## src/rtl/magcomp_sort_ctrl.sv

```systemverilog
// magcomp_sort_ctrl: loads a burst of DEPTH words, bubble-sorts them in place
// through one shared external magnitude comparator (one compare-and-swap per
// cycle), then drains the sorted burst over a valid/ready stream.
module magcomp_sort_ctrl #(
  parameter int WIDTH = 2,
  parameter int DEPTH = 4
) (
  input  logic             clk,
  input  logic             rst_n,
  input  logic             in_valid,
  output logic             in_ready,
  input  logic [WIDTH-1:0] in_data,
  output logic             out_valid,
  input  logic             out_ready,
  output logic [WIDTH-1:0] out_data,
  output logic             busy,
  output logic [WIDTH-1:0] cmp_a,
  output logic [WIDTH-1:0] cmp_b,
  input  logic             cmp_lt,
  input  logic             cmp_gt,
  input  logic             cmp_eq,
  output logic             cmp_err
);

  localparam int CW = (DEPTH > 2) ? $clog2(DEPTH) : 1;
  localparam logic [CW-1:0] LAST_IDX  = CW'(DEPTH - 1);
  localparam logic [CW-1:0] LAST_PASS = CW'(DEPTH - 2);

  typedef enum logic [1:0] {
    LOAD  = 2'd0,
    SORT  = 2'd1,
    DRAIN = 2'd2
  } state_t;

  state_t           state_reg, state_next;
  logic [CW-1:0]    wr_idx_reg, wr_idx_next;
  logic [CW-1:0]    rd_idx_reg, rd_idx_next;
  logic [CW-1:0]    p_reg, p_next;
  logic [CW-1:0]    i_reg, i_next;
  logic             err_reg, err_next;
  logic [WIDTH-1:0] mem_reg  [DEPTH];
  logic [WIDTH-1:0] mem_next [DEPTH];

  // Second operand index and the last compare index of the current pass;
  // both stay inside 0..DEPTH-1 because i never exceeds DEPTH-2-p.
  logic [CW-1:0] i_plus1;
  logic [CW-1:0] i_last;
  assign i_plus1 = i_reg + CW'(1);
  assign i_last  = LAST_PASS - p_reg;

  assign busy    = (state_reg != LOAD);
  assign cmp_err = err_reg;

  // Next-state, storage update and stream/comparator outputs
  always_comb begin
    state_next  = state_reg;
    wr_idx_next = wr_idx_reg;
    rd_idx_next = rd_idx_reg;
    p_next      = p_reg;
    i_next      = i_reg;
    err_next    = err_reg;
    for (int k = 0; k < DEPTH; k++) begin
      mem_next[k] = mem_reg[k];
    end
    in_ready  = 1'b0;
    out_valid = 1'b0;
    out_data  = '0;
    cmp_a     = '0;
    cmp_b     = '0;

    case (state_reg)
      LOAD: begin
        in_ready = 1'b1;
        if (in_valid) begin
          mem_next[wr_idx_reg] = in_data;
          if (wr_idx_reg == LAST_IDX) begin
            wr_idx_next = '0;
            p_next      = '0;
            i_next      = '0;
            state_next  = SORT;
          end else begin
            wr_idx_next = wr_idx_reg + CW'(1);
          end
        end
      end

      SORT: begin
        cmp_a = mem_reg[i_reg];
        cmp_b = mem_reg[i_plus1];
        if (!$onehot({cmp_lt, cmp_gt, cmp_eq})) begin
          err_next = 1'b1;
        end
        // Only a strict "greater" swaps, which keeps equal words in order.
        if (cmp_gt) begin
          mem_next[i_reg]   = mem_reg[i_plus1];
          mem_next[i_plus1] = mem_reg[i_reg];
        end
        if (i_reg == i_last) begin
          i_next = '0;
          if (p_reg == LAST_PASS) begin
            // Final compare: park the pass counter at 0 rather than
            // stepping it past its range.
            p_next      = '0;
            rd_idx_next = '0;
            state_next  = DRAIN;
          end else begin
            p_next = p_reg + CW'(1);
          end
        end else begin
          i_next = i_reg + CW'(1);
        end
      end

      DRAIN: begin
        out_valid = 1'b1;
        out_data  = mem_reg[rd_idx_reg];
        if (out_ready) begin
          if (rd_idx_reg == LAST_IDX) begin
            rd_idx_next = '0;
            state_next  = LOAD;
          end else begin
            rd_idx_next = rd_idx_reg + CW'(1);
          end
        end
      end

      default: begin
        state_next = LOAD;
      end
    endcase
  end

  // State, counters and sticky error flag
  always_ff @(posedge clk or negedge rst_n) begin
    if (!rst_n) begin
      state_reg  <= LOAD;
      wr_idx_reg <= '0;
      rd_idx_reg <= '0;
      p_reg      <= '0;
      i_reg      <= '0;
      err_reg    <= 1'b0;
    end else begin
      state_reg  <= state_next;
      wr_idx_reg <= wr_idx_next;
      rd_idx_reg <= rd_idx_next;
      p_reg      <= p_next;
      i_reg      <= i_next;
      err_reg    <= err_next;
    end
  end

  // Word storage; cleared on reset so an aborted burst leaves no residue
  always_ff @(posedge clk or negedge rst_n) begin
    if (!rst_n) begin
      for (int k = 0; k < DEPTH; k++) begin
        mem_reg[k] <= '0;
      end
    end else begin
      for (int k = 0; k < DEPTH; k++) begin
        mem_reg[k] <= mem_next[k];
      end
    end
  end

endmodule
```

## config.mk

```make
export PLATFORM = sky130hd
export DESIGN_NAME = magcomp_sort_ctrl
export DESIGN_NICKNAME = d
export VERILOG_FILES = /design/src/rtl/magcomp_sort_ctrl.sv
export SDC_FILE = /design/constraint.sdc
export NUM_CORES = 1
export LEC_CHECK = 0
export ABC_AREA = 1
export BUFFER_PORTS_ARGS = -buffer_cell sky130_fd_sc_hd__buf_4
export CORE_ASPECT_RATIO = 1.75
export CORE_MARGIN = 1.5
export CORE_UTILIZATION = 40
export CTS_CLUSTER_SIZE = 28
export DETAILED_ROUTE_END_ITERATION = 7
export PLACE_DENSITY_LB_ADDON = 0.1
export SLEW_MARGIN = 20
export SYNTH_ARGS = -nofsm -noshare
export SYNTH_HDL_FRONTEND = slang
export SYNTH_SLANG_ARGS = --single-unit
```

## constraint.sdc

```tcl
create_clock -name clk -period 2 [get_ports clk]
set_input_delay 0.2 -clock clk [delete_from_list [all_inputs] [get_ports clk]]
set_output_delay 0.2 -clock clk [all_outputs]
set_load 0.02 [all_outputs]
```

# Word level (Yosys, flattened, before mapping)
# Index checks and enable logic that the tools add are counted.
dict set report classes {
  addsub 7
  magnitude_cmp 7
  eq_ne 14
  n_mux 46
  n_bitwise 5
  n_reduce_logical 14
}
# op count
set op_table {}
lappend op_table {{$mux 2} 28}
lappend op_table {{$bwmux 8} 3}
lappend op_table {{$mux 8} 2}
lappend op_table {{$pmux 8 s2} 1}
lappend op_table {{$ne 2x2->1 const B} 7}
lappend op_table {{$bmux 2 s2} 3}
lappend op_table {{$demux 2 s2} 3}
lappend op_table {{$ge 3x3->1 const B} 4}
lappend op_table {{$not 2->3} 4}
lappend op_table {{$pmux 2 s2} 3}
lappend op_table {{$lt 3x1->1 const B} 3}
lappend op_table {{$add 2x1->2 const B} 4}
lappend op_table {{$eq 2x2->1 const B} 4}
lappend op_table {{$reduce_and 4->1} 2}
lappend op_table {{$pmux 2 s3} 1}
lappend op_table {{$reduce_and 3->1} 2}
lappend op_table {{$reduce_and 6->1} 1}
lappend op_table {{$reduce_bool 2->1} 3}
lappend op_table {{$eq 2x1->1 const B} 2}
lappend op_table {{$reduce_and 2->1} 2}
lappend op_table {{$logic_and 1x1->1} 3}
lappend op_table {{$add 1x1->2} 1}
lappend op_table {{$add 2x1->2} 1}
lappend op_table {{$eq 2x2->1} 1}
lappend op_table {{other kinds (4)} 5}
dict set report word_totals {
  ff_bits 19
  inputBits 9
  word_cells 103
}

# Depth between registers and ports, before layout
# Gate-level depths: netlist of run 1.
dict set report depth {
  ltp_word 9
  depth_mapped 13
  ltp_nobuf 11
}

# Worst setup path before layout of run 1
# No wires, ideal clock.
dict set report synth_timing {
  path_kind {reg2out}
  start {reg i_reg[0]}
  end {out cmp_b[0]}
  t_arrival_ns 1.646
  required_time_ns 1.800
  slack_ns 0.154
  stages_incl_launch_ff 8
  path_cell_list {dfrtp_1 buf_4 inv_1 buf_4 ha_1 inv_1 nand3_1 a21oi_1}
}
dict set report synth_between {
  elab_chain_len 6
}
# item line_no
set synth_rtl {}
lappend synth_rtl {{start: declaration} 39} ;# logic [CW-1:0] i_reg, i_next;
lappend synth_rtl {{start signal: assignment} 147} ;# i_reg <= i_next;
lappend synth_rtl {{$add 2x1->2} 48} ;# assign i_plus1 = i_reg + CW'(1);
lappend synth_rtl {{$not 2->3 (not written as such)} 89} ;# cmp_b = mem_reg[i_plus1];
lappend synth_rtl {{$bmux 2 s2} 89}
lappend synth_rtl {{$mux 2 (not written as such) (2 in a row)} 89}
lappend synth_rtl {{$mux 2} 71} ;# case (state_reg)
lappend synth_rtl {{end: declaration} 18} ;# output logic [WIDTH-1:0] cmp_b,
# Every way passes these cells. The select of a mux whose other input is x is not followed.

# Worst setup path in the final report of run 1
dict set report layout_timing {
  start {reg i_reg[1]}
  end {out cmp_b[1]}
}
# Same word-level chain as after synthesis.

==> results of run 1 <==
[worst max path at each step]
| stage | slack [ns] | start | end |
|---|---|---|---|
| floorplan | 0.15 | i_reg[0] | cmp_b[0] |
| global placement | 0.24 | i_reg[1] | cmp_b[1] |
| detailed placement | 0.21 | i_reg[1] | mem_reg[1] |
| CTS | 0.04 | i_reg[0] | cmp_b[1] |
| global route | 0.02 | i_reg[1] | cmp_b[1] |
| finish | 0.12 | i_reg[1] | cmp_b[1] |
[worst max-delay path, stage by stage (launching register included)]
cell,delay [ns]
dfrtp_2,0.46
inv_4,0.11
ha_1,0.26
inv_1,0.12
nand3_1,0.11
a21oi_1,0.18
buf_4,0.17
[layer usage]
layer / vias up / wire length, um / GRT usage (%) / part of all wire [%]
met2: 29 / 2072 / 36.60 / 52
met3: 11 / 104 / 2.234 / 2.6
met4: 0 / 137 / 10.57 / 3.4
met5: - / 0 / 0 / 0
li1: 830 / - / - / -
met1: 717 / 1701 / 23.80 / 42
[cells in the final DEF, fill, tap and decap left out, drive strengths merged]
| master | netlist | routed |
|---|---|---|
| nand2 | 72 | 72 |
| inv | 46 | 46 |
| nand3 | 42 | 42 |
| buf | 5 | 24 |
| nor2 | 24 | 24 |
| dfrtp | 19 | 19 |
| ha | 15 | 15 |
| o21ai | 11 | 11 |
| a21oi | 10 | 10 |
| nand4 | 3 | 3 |
| clkbuf | 0 | 3 |
| or2 | 1 | 1 |
| o22ai | 1 | 1 |
| o21bai | 1 | 1 |
| fa | 1 | 1 |
| clkinv | 0 | 1 |
| dlygate4sd3 | 0 | 1 |
[power by group through the flow]
stage / Clock (mW) / Sequential (mW) / Combinational [mW]
after floorplan: 0 / 0.668 / 1.50
after global placement: 0 / 0.693 / 2.05
after detailed placement: 0 / 0.696 / 2.03
after CTS: 0.296 / 0.690 / 2.05
after global routing: 0.317 / 0.717 / 2.36
final: 0.287 / 0.688 / 2.08
[timing repair]
action,in CTS,in global routing
buffers inserted,0,2
resized for setup,2,2
hold endpoints to repair,19,0
endpoints found under the setup margin,2,2
hold buffers,1,0
[area by class of cell]
class	instances	area [um^2]
clock buffers	3	41.29
repair buffers	25	190.2
clock inverters	1	5.005
well taps	48	60.06
fillers	399	1993
inverters	46	175.2
flip-flops and latches	19	476.7
multi-input cells	181	924.6
[logic make-up after synthesis]
group | synth area share, %
AO/OA/AOI/OAI | 7.382
adder cells (fa/ha/maj) | 12.90
buffers and inverters | 13.05
flip-flops | 29.53
AND/OR/NAND/NOR | 37.14
==> metrics, run 1 <==
run status complete, no violations; area grow syn2layout 16.32%; hold_sp out_ready; Unique masters post-synth 15; data arrival time of the worst path 1.68 ns; Pleak 1.024 nW; Flop pwr share 22.5%; Register-to-Register Setup Slack approximately 0.34 ns; startpoint types register; Worst Hold Depth 4; H-tree depth 1; crit-path max FO 7; Placer Congestion between 0.9 and 1; share of total power in combinational logic 68.1%; Design Area, Final 1873 um^2; Hold Crit Endpoint state_reg[1]; placed instance area 1798 um^2; FP Rows 30; Hold Path Class in -> reg; max cap viols 0; layout net count around 300; Slew HR 78.01%; pre-CTS setup slack 0.2107 ns; Main synth FF type dfrtp_1; Hold Slack between 0.2 and 0.25 ns; Mean Syn Cell Area 6.416 um^2; max reg flops 8; clock root buffer clkbuf_8; die area 4430 um^2; RR Startpoint p_reg[1]; clock skew between 0.005 and 0.006 ns; vias in the first global route ~1500; CTS max path bufs 2; unrepaired setup endpoints after global routing false; Mapped Cells ~250; post-synth top area share 29.53%; Die Width 50.96 um; buffers added on ports 18; Synth Warn # 0; Fmax 531.9 MHz; CTS tree yes; flop and latch count out of synthesis 19; Total Power 3.052 mW; Max Slew Vio Count 0; Clk pwr share 9.4%; Crit. End Element output port; DRT Wirelength 4015 um; required time worst endpoint 1.80 ns; n_diodes 0; Period Utilization, post-route 94.01%; P_sw 1.650 mW; clk sinks 19; final cell count without fillers 323; setup TNS 0 ns; final hold violation count 0; Clock Latency Late Sink 0.27 ns; DRT Pass-1 Iters 4; Synth area leaders dfrtp_1, nand2_1, nand3_1; Core ar. 3866 um^2; gr usage total 20.64%; Die Ht 86.94 um; post-layout util 48.45%; maximum vdd ir drop 0.9483 mV; placed insts 316; Worst-Margin Slew 0.3286 ns; asr flop ratio synth 100.0%; most frequent cell after synthesis nand2_1; drc violations 0; Post-Syn Area 1610 um^2; sw frac ~54%; PwrDens 1630 nW/um^2; Final Setup Violations 0; slack of the critical path 0.1198 ns; share of cells above drive strength 1 12.00%; Synth Net Count 276; GR Overflow Total 0; EDFF count, synth 0; minimum clock period 1.880 ns; largest net degree at the start of global routing 28; antenna violations before repair 0; DR WL/cell 12.43 um; commonest cells in the netlist nand2_1, inv_1, nand3_1; Initial Util roughly two fifths; clock buffers created by TritonCTS 3; Starting DRT DRC Count 48; Antenna Nets Post-Route 0; sequential area share after synthesis 29.53%; # IOs 19; Worst-path clk slew 0.08 ns; vias per std cell 4.913; Vias 1587; first-pass GRT wire length 6817 um; Synth area leader dfrtp_1; worst reg2reg endpoint p_reg[0]; worst r2r path cells 7; DPL Wire Length 3123 um; cell-internal power 1.402 mW; type of the worst setup path reg -> out
Note: power is estimated with default switching activity, not from simulation.
==> inputs of run 2 (changes only) <==
--- a/config.mk
+++ b/config.mk
@@ -13,6 +13,7 @@
 export CTS_CLUSTER_SIZE = 28
 export DETAILED_ROUTE_END_ITERATION = 7
 export PLACE_DENSITY_LB_ADDON = 0.1
+export SETUP_SLACK_MARGIN = 0.5
 export SLEW_MARGIN = 20
 export SYNTH_ARGS = -nofsm -noshare
 export SYNTH_HDL_FRONTEND = slang
==> constraint.sdc (replaced) <==
create_clock -name clk -period 1.8 [get_ports clk]
set_input_delay 0.18 -clock clk [delete_from_list [all_inputs] [get_ports clk]]
set_output_delay 0.18 -clock clk [all_outputs]
set_load 0.02 [all_outputs]
==> run 2 against run 1 <==
Effect of this change:
- via count rose by 10%
- largest cell class unchanged
- sequential share of layout area fell by 6.0 points
- final cell count rose by 7.7%
- highest routed layer unchanged
- non-clock buffer count rose by 25
==> metrics, run 2 (synthesis gave the netlist of run 1 again) <==
clk sinks 19 (unchanged); Total Power 4.899 mW (+61%); setup TNS 0 ns (unchanged); GR Overflow Total 0 (unchanged); Final Setup Violations 0 (unchanged); area occupied by multi-input gates 1269 um^2 (+37%); Clock Latency Late Sink 0.26 ns (about the same); layout net count 326 (+8.3%); CTS tree yes; Die Ht 86.94 um (unchanged); FF/Latch Area 480.5 um^2 (+0.79%); fill count 353 (-12%); final hold violation count 0 (unchanged); H-tree depth 1 (unchanged); DRT Wirelength 4788 um (+19%); commonest non-fill, non-tap cell in the layout nand2_1; DR WL/cell 13.76 um (+11%); share of cells above drive strength 1 40.33% (+28 points); Slew HR 79.15% (+1.1 points); Vias 1748 (+10%); gr usage total 23.46% (+2.8 points); Fmax 611.8 MHz; vias in the first global route 1674 (+13%); buffers added on ports 18 (unchanged); placed instance area 1976 um^2 (+9.9%); n_diodes 0 (unchanged); max cap viols 0 (unchanged); # IOs 19 (unchanged); run status complete, no violations; clock root buffer clkbuf_8; Hold Path Class in -> reg; Starting DRT DRC Count 30 (-38%); Initial Util 41.65% (unchanged); vias per std cell 5.023 (+2.2%); data arrival time of the worst path 1.45 ns (-0.23 ns); first-pass GRT wire length 7714 um (+13%); Pleak 1.210 nW (+18%); DPL Wire Length 3418 um (+9.4%); slack of the critical path 0.1654 ns (+0.04553 ns); crit-path max FO 3 (-4); antenna violations before repair 0 (unchanged); clock buffers created by TritonCTS 3 (unchanged); FP Rows 30 (unchanged); type of the worst setup path reg -> out; startpoint types register; max reg flops 8 (unchanged); Period Utilization, post-route around 90%; Max Slew Vio Count 0 (unchanged); Crit. End Element output port; Core ar. 3866 um^2 (unchanged); commonest non-fill, non-tap cells in the layout nand2_1, inv_1, buf_4; Die Width 50.96 um (unchanged); largest net degree at the start of global routing 20 (-29%); unrepaired setup endpoints after global routing true; required time worst endpoint 1.62 ns (-0.18 ns); DRT Pass-1 Iters 4 (unchanged); clock skew 0.004633 ns (-0.0009126 ns); area grow syn2layout 53.69%; minimum clock period roughly 1.6 ns; Antenna Nets Post-Route 0 (unchanged); Worst-path clk slew 0.08 ns (about the same); die area 4430 um^2 (unchanged); Placer Congestion 0.8615 (-5.7%); pre-CTS setup slack 0.1745 ns (-0.03623 ns); drc violations 0 (unchanged); PwrDens 1980 nW/um^2 (+21%); CTS max path bufs 2 (unchanged); maximum vdd ir drop 1.132 mV (+19%); Design Area, Final 2475 um^2 (+32%); Worst-Margin Slew 0.3124 ns (-0.01619 ns)
==> run 2: cell types whose count changed in the layout (fill, tap and decap cells not counted), moves of 10 or more <==
cell / change
nand3_1: -15
buf_4: +10
buf_6: +14
nand2_2: +13
nand2_1: -16
==> run 2: area by class of cell <==
class	count	area share, %
timing repair buffer	50	17.69
clock buffer	4	1.820
tap	48	2.427
sequential	19	19.41
multi-input combinational	181	51.26
inverter	46	7.381
==> run 2: repair_timing <==
item | 4_1_cts | 5_1_grt
endpoints found under the setup margin | 24 | 24
resized for setup | 40 | 38
setup buffers | 21 | 4
pin swaps | 16 | 9
hold buffers | 1 | 0
hold endpoints to repair | 19 | 0
==> run 2: through the flow <==
| stage | cells | hold WS (ns) | util, % |
|---|---|---|---|
| finish | 348 | 0.2049 | 64.01 |
| global route | 348 | 0.2332 | 64.01 |
| floorplan | 251 | -0.1156 | - |
| global placement | 318 | 0.07085 | 51.10 |
| CTS | 344 | 0.2093 | 59.68 |
| detailed placement | 318 | 0.07208 | 51.10 |
==> run 2: final timing paths <==
kind	start	end	slack (ns)	cells after the start
max in group asynchronous	rst_n	i_reg[0]	1.24	2
min in group asynchronous	rst_n	state_reg[1]	0.34	2
hold / removal	out_ready	state_reg[1]	0.20	4
setup reg to reg	i_reg[0]	mem_reg[4]	0.27	12
setup / recovery	i_reg[0]	cmp_b[1]	0.17	5
hold reg to reg	cmp_err	cmp_err	0.49	1
==> run 2: worst max-delay path, stage by stage (launching register included) <==
cell and delay (ns):
dfrtp_2 0.42, clkinv_4 0.08, ha_4 0.30, nand3_4 0.09, a21oi_4 0.16, buf_6 0.13
==> run 2: power by group <==
| part | internal [mW] | switching [mW] | leakage, nW | total, mW |
|---|---|---|---|---|
| Combinational | 1.56 | 2.23 | 0.967 | 3.79 |
| Sequential | 0.627 | 0.172 | 0.221 | 0.799 |
| Clock | 0.158 | 0.150 | 0.0228 | 0.308 |
| Total | 2.35 | 2.55 | 1.21 | 4.90 |
==> run 2: metal layers <==
| layer | track usage, % | wire [um] | vias to the layer above |
|---|---|---|---|
| met5 | 0 | 0 | - |
| li1 | - | - | 885 |
| met1 | 27.07 | 1932 | 815 |
| met2 | 43.09 | 2642 | 37 |
| met3 | 2.062 | 115 | 11 |
| met4 | 9.582 | 97 | 0 |
==> inputs of run 3 (changes only) <==
--- a/config.mk
+++ b/config.mk
@@ -13,8 +13,7 @@
 export CTS_CLUSTER_SIZE = 28
 export DETAILED_ROUTE_END_ITERATION = 7
 export PLACE_DENSITY_LB_ADDON = 0.1
-export SETUP_SLACK_MARGIN = 0.5
-export SLEW_MARGIN = 20
+export SETUP_SLACK_MARGIN = 0.2
 export SYNTH_ARGS = -nofsm -noshare
 export SYNTH_HDL_FRONTEND = slang
 export SYNTH_SLANG_ARGS = --single-unit
==> run 3 against run 2 <==
Effect of this change:
- combinational power is 12% lower
- register-to-register slack worse by 0.06 ns
- critical path depth is 2 higher
- core utilization is 4.9 points lower
- non-clock buffer count is 10 lower
- setup slack worse by 0.010 ns
- fmax is 0.64% lower
- global-route usage is 1.2 points lower
- first-iteration DRC count is 23% higher
- final cell count is 2.9% lower
- sequential share of layout area is 1.5 points higher
- total power is 9.2% lower
==> metrics, run 3 (synthesis gave the netlist of run 1 again) <==
Initial Util 41.65% (unchanged); Flop pwr share 17.4% (+1.1 points); Worst-Margin Slew 0.3090 ns (-0.003427 ns); placed instance area 1891 um^2 (-4.3%); cell-internal power 2.091 mW (-11%); layout net count 316 (-3.1%); Hold Slack 0.2030 ns (-0.001967 ns); GR Overflow Total 0 (unchanged); CP startpoint i_reg[0]; Hold Path Class in -> reg; first-pass GRT wire length 7355 um (-4.7%); area grow syn2layout 41.88%; n_diodes 0 (unchanged); commonest non-fill, non-tap cell in the layout nand2_1; Starting DRT DRC Count 37 (+23%); Max Slew Vio Count 0 (unchanged); pre-CTS setup slack 0.1559 ns (-0.01862 ns); Fmax 607.9 MHz (-0.64%); CTS tree yes; Die Ht 86.94 um (unchanged); Worst-path clk slew 0.08 ns (about the same); worst reg2reg endpoint mem_reg[2]; max reg flops 8 (unchanged); crit-path max FO 5 (+2); unrepaired setup endpoints after global routing true; Die Width 50.96 um (unchanged); DPL Wire Length 3453 um (+1.0%); Period Utilization, post-route 91.39% (+0.58 points); share of total power in combinational logic 75.3% (-2.1 points); Total Power 4.447 mW (-9.2%); DRT Pass-1 Iters 4 (unchanged); DRT Wirelength 4839 um (+1.1%); sw frac 52.98% (+0.84 points); drc violations 0 (unchanged); RR Startpoint i_reg[1]; Placer Congestion 0.8778 (+1.9%); Clock Latency Late Sink 0.27 ns (about the same); final hold violation count 0 (unchanged); Register-to-Register Setup Slack 0.21 ns (-0.06 ns); slack of the critical path 0.1549 ns (-0.01046 ns); clock skew 0.003100 ns (-0.001533 ns); vias in the first global route 1683 (+0.54%); data arrival time of the worst path 1.47 ns (+0.02 ns); placed insts 319 (+0.31%); Vias 1735 (-0.74%); run status complete, no violations; type of the worst setup path reg -> out; largest net degree at the start of global routing 28 (+40%); max cap viols 0 (unchanged); Antenna Nets Post-Route 0 (unchanged); antenna violations before repair 0 (unchanged); Crit. End Element output port; vias per std cell 5.133 (+2.2%); maximum vdd ir drop 1.119 mV (-1.2%); Final Setup Violations 0 (unchanged); Critical Path End cmp_a[1]; minimum clock period 1.645 ns (+0.01046 ns); share of cells above drive strength 1 31.38% (-9.0 points); required time worst endpoint 1.62 ns (about the same); Slew HR 79.33% (+0.17 points); H-tree depth 1 (unchanged); Pleak 1.146 nW (-5.3%); post-layout util 59.09% (-4.9 points); DR WL/cell 14.32 um (+4.1%); crit path cell chain inv_2 -> buf_6 -> clkbuf_16 -> nand2_1 -> nand3_2 -> a21oi_2 -> buf_4; clock root buffer clkbuf_8; commonest non-fill, non-tap cells in the layout nand2_1, inv_1, nand3_1; setup TNS 0 ns (unchanged); Core ar. 3866 um^2 (unchanged); CTS max path bufs 2 (unchanged); # IOs 19 (unchanged); final cell count without fillers 338 (-2.9%); startpoint types register; buffers added on ports 18 (unchanged); clk sinks 19 (unchanged); P_sw 2.356 mW (-7.8%); clock buffers created by TritonCTS 3 (unchanged); worst r2r path cells 11 (-1); Clk pwr share 7.3% (+1.0 points); die area 4430 um^2 (unchanged); FP Rows 30 (unchanged); max incr delay on CP 0.38 ns (-0.04 ns); PwrDens 1947 nW/um^2 (-1.7%); cell at the slowest stage of the critical path dfrtp_1; gr usage total 22.31% (-1.2 points); Design Area, Final 2285 um^2 (-7.7%)
run 3: repair_timing:
action	in CTS	in global routing
pin swaps	4	12
endpoints found under the setup margin	8	20
gates cloned	0	1
buffers inserted	4	9
hold buffers	1	0
endpoints found under the hold margin	19	0
gates resized for setup	11	47
run 3: worst min path at each step:
stage,start,to,depth (start not counted)
3_5_place_dp,rst_n,mem_reg[5],1
5_1_grt,out_ready,state_reg[1],4
6_report,out_ready,state_reg[1],4
4_1_cts,out_ready,state_reg[1],4
3_3_place_gp,rst_n,mem_reg[5],1
2_1_floorplan,rst_n,cmp_err,0
run 3: critical path: cells and delay by family (launching register included):
kind / cells / cell delay, ns
DFF: 1 / 0.38
buffers and inverters: 4 / 0.52
and+or+nand+nor: 2 / 0.14
AOI/OAI and AO/OA: 1 / 0.14
run 3: layout make-up:
type                    count  area, um^2
fillers                   374        1582
multi-input cells         181        1156
flip-flops and latches     19       478.0
repair buffers             40       366.6
inverters                  46       177.7
well taps                  48       60.06
clock buffers               3       41.29
clock inverters             1       5.005
run 3: metal layers:
layer | global-route usage (%) | vias up | share of wire, %
met5 | 0 | - | 0
li1 | - | 856 | -
met1 | 21.11 | 817 | 37
met4 | 14.25 | 0 | 4.3
met3 | 2.577 | 16 | 3.3
met2 | 43.09 | 46 | 55
run 3: power groups by stage:
| stage | combinational, mW | clock (mW) | sequential, mW |
|---|---|---|---|
| 2_1_floorplan | 1.83 | 0 | 0.744 |
| 3_3_place_gp | 2.58 | 0 | 0.754 |
| 3_5_place_dp | 2.59 | 0 | 0.761 |
| 4_1_cts | 2.78 | 0.329 | 0.755 |
| 5_1_grt | 3.66 | 0.344 | 0.800 |
| 6_report | 3.35 | 0.326 | 0.774 |
